===== src/rtl/sr_frame_rx_pkg.sv =====
// Shared definitions for the LED shift-register receive path.
//   PIX_W        bits per GRB pixel
//   G_*/R_*/B_*  field offsets of the colour channels inside one pixel
//   clog2        constant-friendly ceil(log2(n)), returns 0 for n <= 1
package sr_frame_rx_pkg;

  localparam int PIX_W = 24;

  localparam int G_HI = 23;
  localparam int G_LO = 16;
  localparam int R_HI = 15;
  localparam int R_LO = 8;
  localparam int B_HI = 7;
  localparam int B_LO = 0;

  function automatic int clog2(input int n);
    int r;
    r = 0;
    while ((1 << r) < n) r++;
    return r;
  endfunction

endpackage


===== src/rtl/sr_frame_rx_edge_sync.sv =====
// Input synchroniser plus registered rising-edge detector for one async line.
//   clk_in  system clock
//   ar      asynchronous active-low reset
//   din     raw asynchronous input
//   level   synchronised level, delayed so it lines up with rise
//   rise    one-cycle pulse per rising edge of the synchronised input
// Every instance has identical depth, so level outputs of different instances
// sampled in the same cycle refer to the same raw sampling instant.
module sr_edge_sync #(
  parameter int STAGES = 2
) (
  input  logic clk_in,
  input  logic ar,
  input  logic din,
  output logic level,
  output logic rise
);

  logic [STAGES-1:0] sync_q;
  logic              prev_q;

  always_ff @(posedge clk_in or negedge ar) begin
    if (!ar) begin
      sync_q <= '0;
      prev_q <= 1'b0;
      rise   <= 1'b0;
    end else begin
      sync_q <= {sync_q[STAGES-2:0], din};
      prev_q <= sync_q[STAGES-1];
      rise   <= sync_q[STAGES-1] & ~prev_q;
    end
  end

  assign level = prev_q;

endmodule


===== src/rtl/sr_frame_rx.sv =====
// Receive side of the LED shift-register link. Rebuilds latch words from the
// serial stream, assembles one 24-bit GRB pixel per strand and presents it on
// a valid/ready output.
//   clk_in      system clock (>= 4x sr_clk)
//   ar          asynchronous active-low reset
//   data_in     serial data (async)
//   sr_clk_in   serial shift clock (async, sampled)
//   r_clk_in    latch clock (async, sampled)
//   pix_data    STRANDS pixels; bits [24k+23:24k] belong to strand k, GRB
//   pix_idx     LED position of pix_data within the strand
//   pix_valid   pix_data/pix_idx valid
//   pix_ready   consumer ready
//   frame_done  pulse alongside the last pixel of a strand
//   bit_err     pulse when a latch arrives with the wrong number of shifts
//   overflow    sticky: a pending pixel was overwritten
// Handshake: a pixel transfers on a cycle where pix_valid & pix_ready are both
// high; until then pix_valid stays high and pix_data/pix_idx hold. A pixel that
// completes while the previous one is still pending replaces it.
module sr_frame_rx
  import sr_frame_rx_pkg::*;
#(
  parameter  int STRANDS      = 8,
  parameter  int BITS_PER_LED = PIX_W,
  parameter  int LEDS         = 5,
  parameter  int SYNC_STAGES  = 2,
  parameter  int IDLE_CYCLES  = 1024,
  localparam int IDX_W        = (LEDS > 1) ? clog2(LEDS) : 1
) (
  input  logic                            clk_in,
  input  logic                            ar,
  input  logic                            data_in,
  input  logic                            sr_clk_in,
  input  logic                            r_clk_in,
  output logic [STRANDS*BITS_PER_LED-1:0] pix_data,
  output logic [IDX_W-1:0]                pix_idx,
  output logic                            pix_valid,
  input  logic                            pix_ready,
  output logic                            frame_done,
  output logic                            bit_err,
  output logic                            overflow
);

  localparam int CNT_W = clog2(STRANDS + 2);
  localparam int BP_W  = clog2(BITS_PER_LED);
  localparam int IDL_W = clog2(IDLE_CYCLES + 1);

  logic data_s, sr_rise, r_rise;
  logic data_rise_unused, sr_level_unused, r_level_unused;

  sr_edge_sync #(.STAGES(SYNC_STAGES)) u_sync_data (
    .clk_in(clk_in), .ar(ar), .din(data_in), .level(data_s), .rise(data_rise_unused)
  );
  sr_edge_sync #(.STAGES(SYNC_STAGES)) u_sync_sr (
    .clk_in(clk_in), .ar(ar), .din(sr_clk_in), .level(sr_level_unused), .rise(sr_rise)
  );
  sr_edge_sync #(.STAGES(SYNC_STAGES)) u_sync_r (
    .clk_in(clk_in), .ar(ar), .din(r_clk_in), .level(r_level_unused), .rise(r_rise)
  );

  logic [STRANDS-1:0]                   shreg, sh_nx;
  logic [CNT_W-1:0]                     sh_cnt, cnt_nx;
  logic [BP_W-1:0]                      bit_pos, tgt_bit;
  logic [IDX_W-1:0]                     led_cnt;
  logic [IDL_W-1:0]                     idle_cnt;
  logic [STRANDS-1:0][BITS_PER_LED-1:0] acc, acc_nx;
  logic                                 word_ok, word_bad, pix_done, idle_hit;

  // Shift is applied before the latch is judged, so a shift and a latch in the
  // same cycle behave as "shift, then latch".
  always_comb begin
    sh_nx  = shreg;
    cnt_nx = sh_cnt;
    if (sr_rise) begin
      sh_nx = {shreg[STRANDS-2:0], data_s};
      if (sh_cnt != CNT_W'(STRANDS + 1)) cnt_nx = sh_cnt + 1'b1;
    end
    word_ok  = r_rise && (cnt_nx == CNT_W'(STRANDS));
    word_bad = r_rise && !word_ok;
    // Pixels arrive MSB first: bit_pos 0 fills bit 23.
    tgt_bit  = BP_W'(BITS_PER_LED - 1) - bit_pos;
    acc_nx   = acc;
    if (word_ok) begin
      for (int k = 0; k < STRANDS; k++) acc_nx[k][tgt_bit] = sh_nx[k];
    end
    pix_done = word_ok && (bit_pos == BP_W'(BITS_PER_LED - 1));
    idle_hit = !sr_rise && (idle_cnt == IDL_W'(IDLE_CYCLES - 1));
  end

  always_ff @(posedge clk_in or negedge ar) begin
    if (!ar) begin
      shreg      <= '0;
      sh_cnt     <= '0;
      bit_pos    <= '0;
      led_cnt    <= '0;
      idle_cnt   <= '0;
      acc        <= '0;
      pix_data   <= '0;
      pix_idx    <= '0;
      pix_valid  <= 1'b0;
      frame_done <= 1'b0;
      bit_err    <= 1'b0;
      overflow   <= 1'b0;
    end else begin
      frame_done <= 1'b0;
      bit_err    <= word_bad;
      shreg      <= sh_nx;
      sh_cnt     <= r_rise ? '0 : cnt_nx;
      idle_cnt   <= (sr_rise || idle_hit) ? '0 : idle_cnt + 1'b1;
      acc        <= acc_nx;

      if (word_bad) bit_pos <= '0;
      else if (word_ok) bit_pos <= pix_done ? '0 : bit_pos + 1'b1;

      if (pix_done) led_cnt <= (led_cnt == IDX_W'(LEDS - 1)) ? '0 : led_cnt + 1'b1;

      // A long gap in sr_clk marks a frame boundary; pending output is kept.
      if (idle_hit) begin
        bit_pos <= '0;
        led_cnt <= '0;
        sh_cnt  <= '0;
      end

      if (pix_done) begin
        if (pix_valid && !pix_ready) overflow <= 1'b1;
        pix_data   <= acc_nx;
        pix_idx    <= led_cnt;
        pix_valid  <= 1'b1;
        frame_done <= (led_cnt == IDX_W'(LEDS - 1));
      end else if (pix_valid && pix_ready) begin
        pix_valid <= 1'b0;
      end
    end
  end

endmodule


===== config.mk =====
export PLATFORM = sky130hd
export DESIGN_NAME = sr_frame_rx
export DESIGN_NICKNAME = d
export VERILOG_FILES = /design/src/rtl/sr_frame_rx_pkg.sv /design/src/rtl/sr_frame_rx_edge_sync.sv /design/src/rtl/sr_frame_rx.sv
export SDC_FILE = /design/constraint.sdc
export NUM_CORES = 1
export LEC_CHECK = 0
export ABC_AREA = 1
export BUFFER_PORTS_ARGS = -buffer_cell sky130_fd_sc_hd__buf_4
export CAP_MARGIN = 10
export CORE_MARGIN = 2
export CORE_UTILIZATION = 58
export CTS_CLUSTER_SIZE = 12
export DETAILED_ROUTE_END_ITERATION = 16
export MAX_ROUTING_LAYER = met4
export PLACE_DENSITY = 0.78
export SKIP_CTS_REPAIR_TIMING = 1
export SLEW_MARGIN = 20
export SYNTH_ARGS = -nofsm -noshare
export SYNTH_HDL_FRONTEND = slang
export SYNTH_HIERARCHICAL = 1
export SYNTH_SLANG_ARGS = --single-unit

===== constraint.sdc =====
create_clock -name clk_in -period 2.7 [get_ports clk_in]
set_clock_uncertainty 0.05 [all_clocks]
set_input_delay 0.54 -clock clk_in [delete_from_list [all_inputs] [get_ports clk_in]]
set_output_delay 0.54 -clock clk_in [all_outputs]
set_load 0.02 [all_outputs]

* Yosys cells after proc, flatten, opt, wreduce, memory -nomap -nowiden
Index checks and enable logic that the tools add are counted.
Operators by class: equality and inequality tests 5, reductions and logical operators 15, bitwise operators 4, $lt $le $gt $ge 2, add/sub/neg operators 5, muxes and demuxes 27
Operators by type and width (count):
- bitwise mux 24 bit | 8
- two-way mux 192 bit | 1
- two-way mux 5 bit | 4
- two-way mux 4 bit | 4
- adder 11 x 1 -> 11 bit (second input constant) | 1
- == test 11 x 10 -> 1 bit (second input constant) | 1
- two-way mux 11 bit | 1
- two-way mux 3 bit | 3
- two-way mux 8 bit | 1
- logical AND 1 bit | 7
- < comparator 5 x 6 -> 1 bit (second input constant) | 1
- adder 5 x 1 -> 5 bit (second input constant) | 1
- demux 1 bit (select 5 bit) | 1
- == test 5 bit (second input constant) | 1
- greater-or-equal comparator 5 x 1 -> 1 bit (second input constant) | 1
- subtractor 5 bit (first input constant) | 1
- adder 4 x 1 -> 4 bit (second input constant) | 1
- == test 4 bit (second input constant) | 1
- two-way mux 1 bit | 4
- inequality test 4 bit (second input constant) | 1
- nonzero test 2 bit | 2
- adder 3 x 1 -> 3 bit (second input constant) | 1
- == test 3 bit (second input constant) | 1
- zero test 1 bit | 3
- 5 further kinds | 7
Word-level totals: logic and storage cells 85, bits in registers 433, input port bits 6, output and inout bits 199

* Longest topological paths before layout
Gate-level depths: netlist of the first run.
depth after elaboration 10, gate-level depth with buffers 16, depth with buffers taken out 13

* By module
Netlist of the first run, hierarchy kept.
Modules (own cells, without submodules):
- sr_frame_rx | cells an instance 2104, times used 1, seq. area each 10359.9 µm², area each 17913.4 µm²
- sr_edge_sync | cells an instance 6, times used 3, seq. area each 100.1 µm², area each 110.1 µm²

* Least setup slack after synthesis of the first run
OpenSTA, ideal clock, no wires.
path kind reg2reg, from register sh_cnt[1], to register pix_data[173], setup slack 0.662 ns, clock period less this slack 2.038 ns, data required time 2.533 ns, arrival 1.872 ns, cell stages (with the launch flop) 17, cell sequence dfrtp_1 inv_1 ha_1 nand3_1 nand2_1 nand2_1 nand2_1 nand2_4 nor2_4 nand2_4 buf_6 buf_6 buf_4 nand2_1 nand2_1 nand2_1 nand2_1
RTL lines:
- start, declared | line sr_frame_rx.sv:61 | logic [CNT_W-1:0] sh_cnt, cnt_nx;
- start signal, assigned | line sr_frame_rx.sv:107 | sh_cnt <= r_rise ? '0 : cnt_nx;
- end signal, assigned | line sr_frame_rx.sv:125 | pix_data <= acc_nx;
- end, declared | line sr_frame_rx.sv:34 | output logic [STRANDS*BITS_PER_LED-1:0] pix_data,

==> impl_metrics.toml, run 1 <==
[critical_path]
crit_buf_inv = 2
path_common_cell = "nand2_1"
cp.arrival_ns = 2.84
required_ns = 3.12
critical_path.max_fanout = 59
critPathKind = "reg2reg"
worstSetupEndpointType = "flop"
crit_path_top_delay_cell = "buf_4"
startpoint_type = "flop"
path_cells = "inv_1 > ha_1 > nand3_1 > nand2_1 > nand2_1 > nand2_1 > nand2_4 > nor2_4 > nand2_8 > buf_4 > nand2_1 > nand2_1 > nand2_1 > nand2_1"
critPathMaxStageDelay_ns = 0.55
path_delay_family = "simple AND/OR/NAND/NOR gates"

[power]
p_switching_mw = 2.89
p_sw_frac = 0.227
peakVddDrop_v = 0.000392
leakagePower_nw = 11.5
p_int_mw = 9.86
clkPwrFrac = 0.448
pwr-share-comb = 0.044
p_per_area_mw_per_mm2 = 596
p_seq_frac = 0.508

[detailed_routing]
drtAntennaViolNets = 0
wl_um = 46300
drt_pass1_iterations = 5
avgRoutedWirePerCell_um = 17.1
drc_errors = 0
drtIter0Drc = 1275
route.vias.total = 14800
via_per_inst = 5.48

[layout]
final_area_sq_mm = 0.0214
syn_to_final_growth_pct = 17.5
final_common_cell = "nand2_1"
layout-drive-gt1-share = 0.149
nets = 2301
antenna_cells = 0
final_cell_mix = "1,116 x nand2_1, 425 x dfrtp_1, 227 x buf_4, 125 x o21ai_0, 63 x inv_1"

[timing]
setup_viol = 0
timing.final.crit_share = 0.898
slew_violations = 0
tightest_slew_ns = 0.792
rsz0062_at_grt = "no"
fmax_mhz = 413
period_needed_ns = 2.42
final_hold_viol_count = 0
finalSetupTns_ns = 0
slew_headroom = 0.471

[global_route]
grt_antenna_before_repair = 0
grtUsageTotal = 0.297
grt_first_pass_wirelength_um = 76200
grt_overflow = 0
grt_max_degree = 107
grt_pass1_vias = 14700

[clock_tree]
clockBufferDepth = 3
cts_buffers = 44
cts.sinks = 425
insertion_delay_ns = 0.54
cts_root_buffer = "clkbuf_16"
cts_tree = "yes"
htreeDepth = 2
clk_pin_slew_ns = 0.06

[logic_synthesis]
syn_area_sq_mm = 0.0182
syn_avg_cell_area_sq_um = 8.59
syn-instance-count = 2119
yosys_warnings = 6
syn_nets = 2134

[placement]
numPortBuffers = 204
hpwl_um = 28500
gp_congestion = 0.874
dpl-instance-area_sq_mm = 0.0200

[floorplanning]
fp.dieW_um = 181
floorplan.initialDensity = 0.592
rows = 64
io_pins = 205
die_y_um = 181
core_sq_mm = 0.0307
dieArea_sq_mm = 0.0328

[worst_hold_path]
holdCritPathClass = "in2reg"

[run_status]
status = "finished clean"

[job]
maxCapViolations = 0
## path summary, 6_finish.rpt
check	startpoint	end	slack (ns)	depth (start not counted)
max in group asynchronous	ar	acc[166]	1.34	4
max	sh_cnt[1]	pix_data[43]	0.28	14
min in group asynchronous	ar	pix_data[52]	0.42	2
min reg2reg	u_sync_sr/sync_q[0]	u_sync_sr/sync_q[1]	0.30	0
max reg2reg	sh_cnt[1]	pix_data[43]	0.28	14
min	r_clk_in	u_sync_r/sync_q[0]	0.07	1
## area by class of cell
cell class	instances	area (sq um)
fill	2310	9360
timing repair buffer	241	1970
inverter	72	270
tap	396	495
clock buffer	64	1300
multi-input combinational	1502	6680
clock inverter	5	40.0
sequential	425	10600
## sequential cells by signal, indices dropped and copies added, names as in the netlist, 2 cells and up
register            flops
pix_data              192
acc                   184
idle_cnt               11
shreg                   8
bit_pos                 5
sh_cnt                  4
led_cnt                 3
pix_idx                 3
u_sync_data/sync_q      2
u_sync_r/sync_q         2
u_sync_sr/sync_q        2
## stage by stage
stage	total power [mW]	utilization	setup WS (ns)	cells	hold slack, ns
5_1_grt	13.2	0.696	0.0781	2705	0.0532
3_5_place_dp	7.15	0.652	0.340	2635	0.288
6_report	12.8	0.696	0.277	2705	0.0695
3_3_place_gp	7.13	0.652	0.426	2635	0.283
4_1_cts	12.9	0.695	0.313	2704	-0.182
2_1_floorplan	6.84	-	0.662	2119	0.194
## worst reg2reg max path: cells and delay by family, from the launching register on
kind | cells | cell delay [ns]
fa+ha+maj | 1 | 0.20
buf+inv | 2 | 0.63
flops | 1 | 0.39
simple gates | 11 | 1.09
## power by group through the flow
stage	sequential [mW]	clock, mW	combinational (mW)
after global routing	6.48	6.09	0.621
final	6.48	5.71	0.566
after CTS	6.48	5.81	0.566
after floorplan	6.58	0	0.261
after detailed placement	6.59	0	0.563
after global placement	6.59	0	0.546
## layer usage
metal | wire, um | vias up | global-route usage
met2 | 22000 | 571 | 0.470
met4 | 1580 | 0 | 0.108
met3 | 3070 | 108 | 0.0464
met5 | 0 | - | -
met1 | 19600 | 7178 | 0.392
li1 | - | 6966 | -
(Power assumes the default switching activity.)
==> run 2: changes to the inputs <==
--- a/config.mk
+++ b/config.mk
@@ -13,7 +13,8 @@
 export CTS_CLUSTER_SIZE = 12
 export DETAILED_ROUTE_END_ITERATION = 16
 export MAX_ROUTING_LAYER = met4
-export PLACE_DENSITY = 0.78
+export PLACE_DENSITY = 0.79
+export RECOVER_POWER = 50
 export SKIP_CTS_REPAIR_TIMING = 1
 export SLEW_MARGIN = 20
 export SYNTH_ARGS = -nofsm -noshare
==> run 2 against run 1 <==
  * Setup slack got worse by 0.047 ns
  * Non-clock buffer count down 1
  * Global-route usage down 0.48 points
  * Core utilization is 1.5 points lower
  * Cell count barely moved
  * Register-to-register slack worse by 0.05 ns
  * Sequential share of layout area increased by 1.1 points
  * Largest power group unchanged
  * Via count is 1.1% lower
  * Routed wire length is 1.6% lower
  * Die area unchanged
  * Power fell by 1.0%
  * Critical path type unchanged
==> impl_metrics.toml, run 2 (synthesis gave the netlist of run 1 again) <==
[run_status]
status = "finished clean"

[critical_path]
worstSetupEndpointType = "flop"
crit_path_top_delay_cell = "o21ai_2"
startpoint_type = "flop"
r2r-start = "u_sync_sr/rise"
startpoint = "u_sync_sr/rise"
cp.arrival_ns = 2.85
critPathMaxStageDelay_ns = 0.60
r2r_slack_ns = 0.23
required_ns = 3.08
path_cells = "buf_4 > o21ai_2 > inv_1 > mux2i_1 > o21ai_2 > nand2_1 > nand2_1"
critical_path.max_fanout = 16
critPathKind = "reg2reg"

[floorplanning]
fp.dieW_um = 181
die_y_um = 181
core_sq_mm = 0.0307
io_pins = 205
rows = 64
floorplan.initialDensity = 0.592
dieArea_sq_mm = 0.0328

[detailed_routing]
wl_um = 45500
route.vias.total = 14700
drt_pass1_iterations = 5
via_per_inst = 5.42
drtIter0Drc = 1162
drc_errors = 0
avgRoutedWirePerCell_um = 16.8
drtAntennaViolNets = 0

[clock_tree]
cts.sinks = 425
cts_tree = "yes"
insertion_delay_ns = 0.54
cts_buffers = 44
htreeDepth = 2
clockBufferDepth = 3
cts_root_buffer = "clkbuf_16"
clk_pin_slew_ns = 0.06

[power]
leakagePower_nw = 11.1
p_seq_frac = 0.513
p_sw_frac = 0.228
clkPwrFrac = 0.445
power_mw = 12.6
pwr-share-comb = 0.042
p_per_area_mw_per_mm2 = 603
p_switching_mw = 2.88
peakVddDrop_v = 0.000472
p_int_mw = 9.74

[layout]
syn_to_final_growth_pct = 15.0
antenna_cells = 0
utilization = 0.681
final_common_cell = "nand2_1"
multiInputGateArea_sq_mm = 0.00668
top_register = "pix_data"
nets = 2300
final_cell_count_no_fill = 2704
layout-drive-gt1-share = 0.110
n_fill_cell = 2446
final_cell_mix = "1,116 x nand2_1, 425 x dfrtp_1, 137 x buf_4, 125 x o21ai_0, 97 x clkbuf_1"
final_area_sq_mm = 0.0209
largest_register_ffs = 192
reg.largest.list = "pix_data (192), acc (184), idle_cnt (11)"
regArea_sq_mm = 0.0106

[timing]
setup_viol = 0
timing.final.crit_share = 0.915
tightest_slew_ns = 1.38
rsz0062_at_grt = "no"
finalSetupTns_ns = 0
slew_headroom = 0.0823
worst_slack_ns = 0.230
final_hold_viol_count = 0
slew_violations = 0
fmax_mhz = 405
period_needed_ns = 2.47
whs_ns = 0.0920

[placement]
place_ws_ns = 0.267
numPortBuffers = 204
dp_cells = 2634
gp_congestion = 0.839
dpl-instance-area_sq_mm = 0.0200
hpwl_um = 28400

[global_route]
grt_max_degree = 110
grt_overflow = 0
grt_first_pass_wirelength_um = 75300
grt_antenna_before_repair = 0
grt_pass1_vias = 14600
grtUsageTotal = 0.292

[worst_hold_path]
min-delay-start = "data_in"
holdCritPathClass = "in2reg"

[job]
maxCapViolations = 0
==> run 2: changes by cell type in the layout (fill, tap and decap cells not counted), moves of 2 or more <==
cell and change:
buf_4 -90, clkbuf_1 +87, clkinv_2 +2, clkbuf_8 -4, buf_6 +5, clkbuf_2 +5, clkbuf_4 +2, buf_12 -7
==> run 2: power groups by stage <==
stage	Sequential [mW]	Combinational, mW	Clock (mW)
floorplan	6.58	0.261	0
global placement	6.59	0.530	0
detailed placement	6.59	0.545	0
CTS	6.48	0.552	5.69
global route	6.48	0.594	5.95
finish	6.48	0.532	5.61
==> run 2: worst max-delay path, delay by kind of cell, from the launching register on <==
kind                   cells  cell delay [ns]
AOI/OAI and AO/OA          2             0.69
buffers and inverters      2             0.67
DFF                        1             0.52
muxes                      1             0.29
and+or+nand+nor            2             0.13
==> run 2: layer usage <==
metal	routed length [um]	GRT usage
met5	0	-
met4	1430	0.104
met3	3140	0.0421
met2	21300	0.453
met1	19700	0.397
==> run 2: final timing paths <==
path / to / cells after the start
worst min register to register: u_sync_data/level / 0
min in group asynchronous: acc[25] / 2
worst max register to register: pix_data[154] / 7
worst max-delay path: pix_data[154] / 7
worst min-delay path: u_sync_data/sync_q[0] / 1
max in group asynchronous: pix_data[99] / 3
==> run 2: layout make-up <==
class | instances | share of cell area
sequential | 425 | 0.508
multi-input combinational | 1502 | 0.319
timing repair buffer | 240 | 0.0742
clock buffer | 62 | 0.0598
tap | 396 | 0.0237
inverter | 72 | 0.0129
clock inverter | 7 | 0.00239
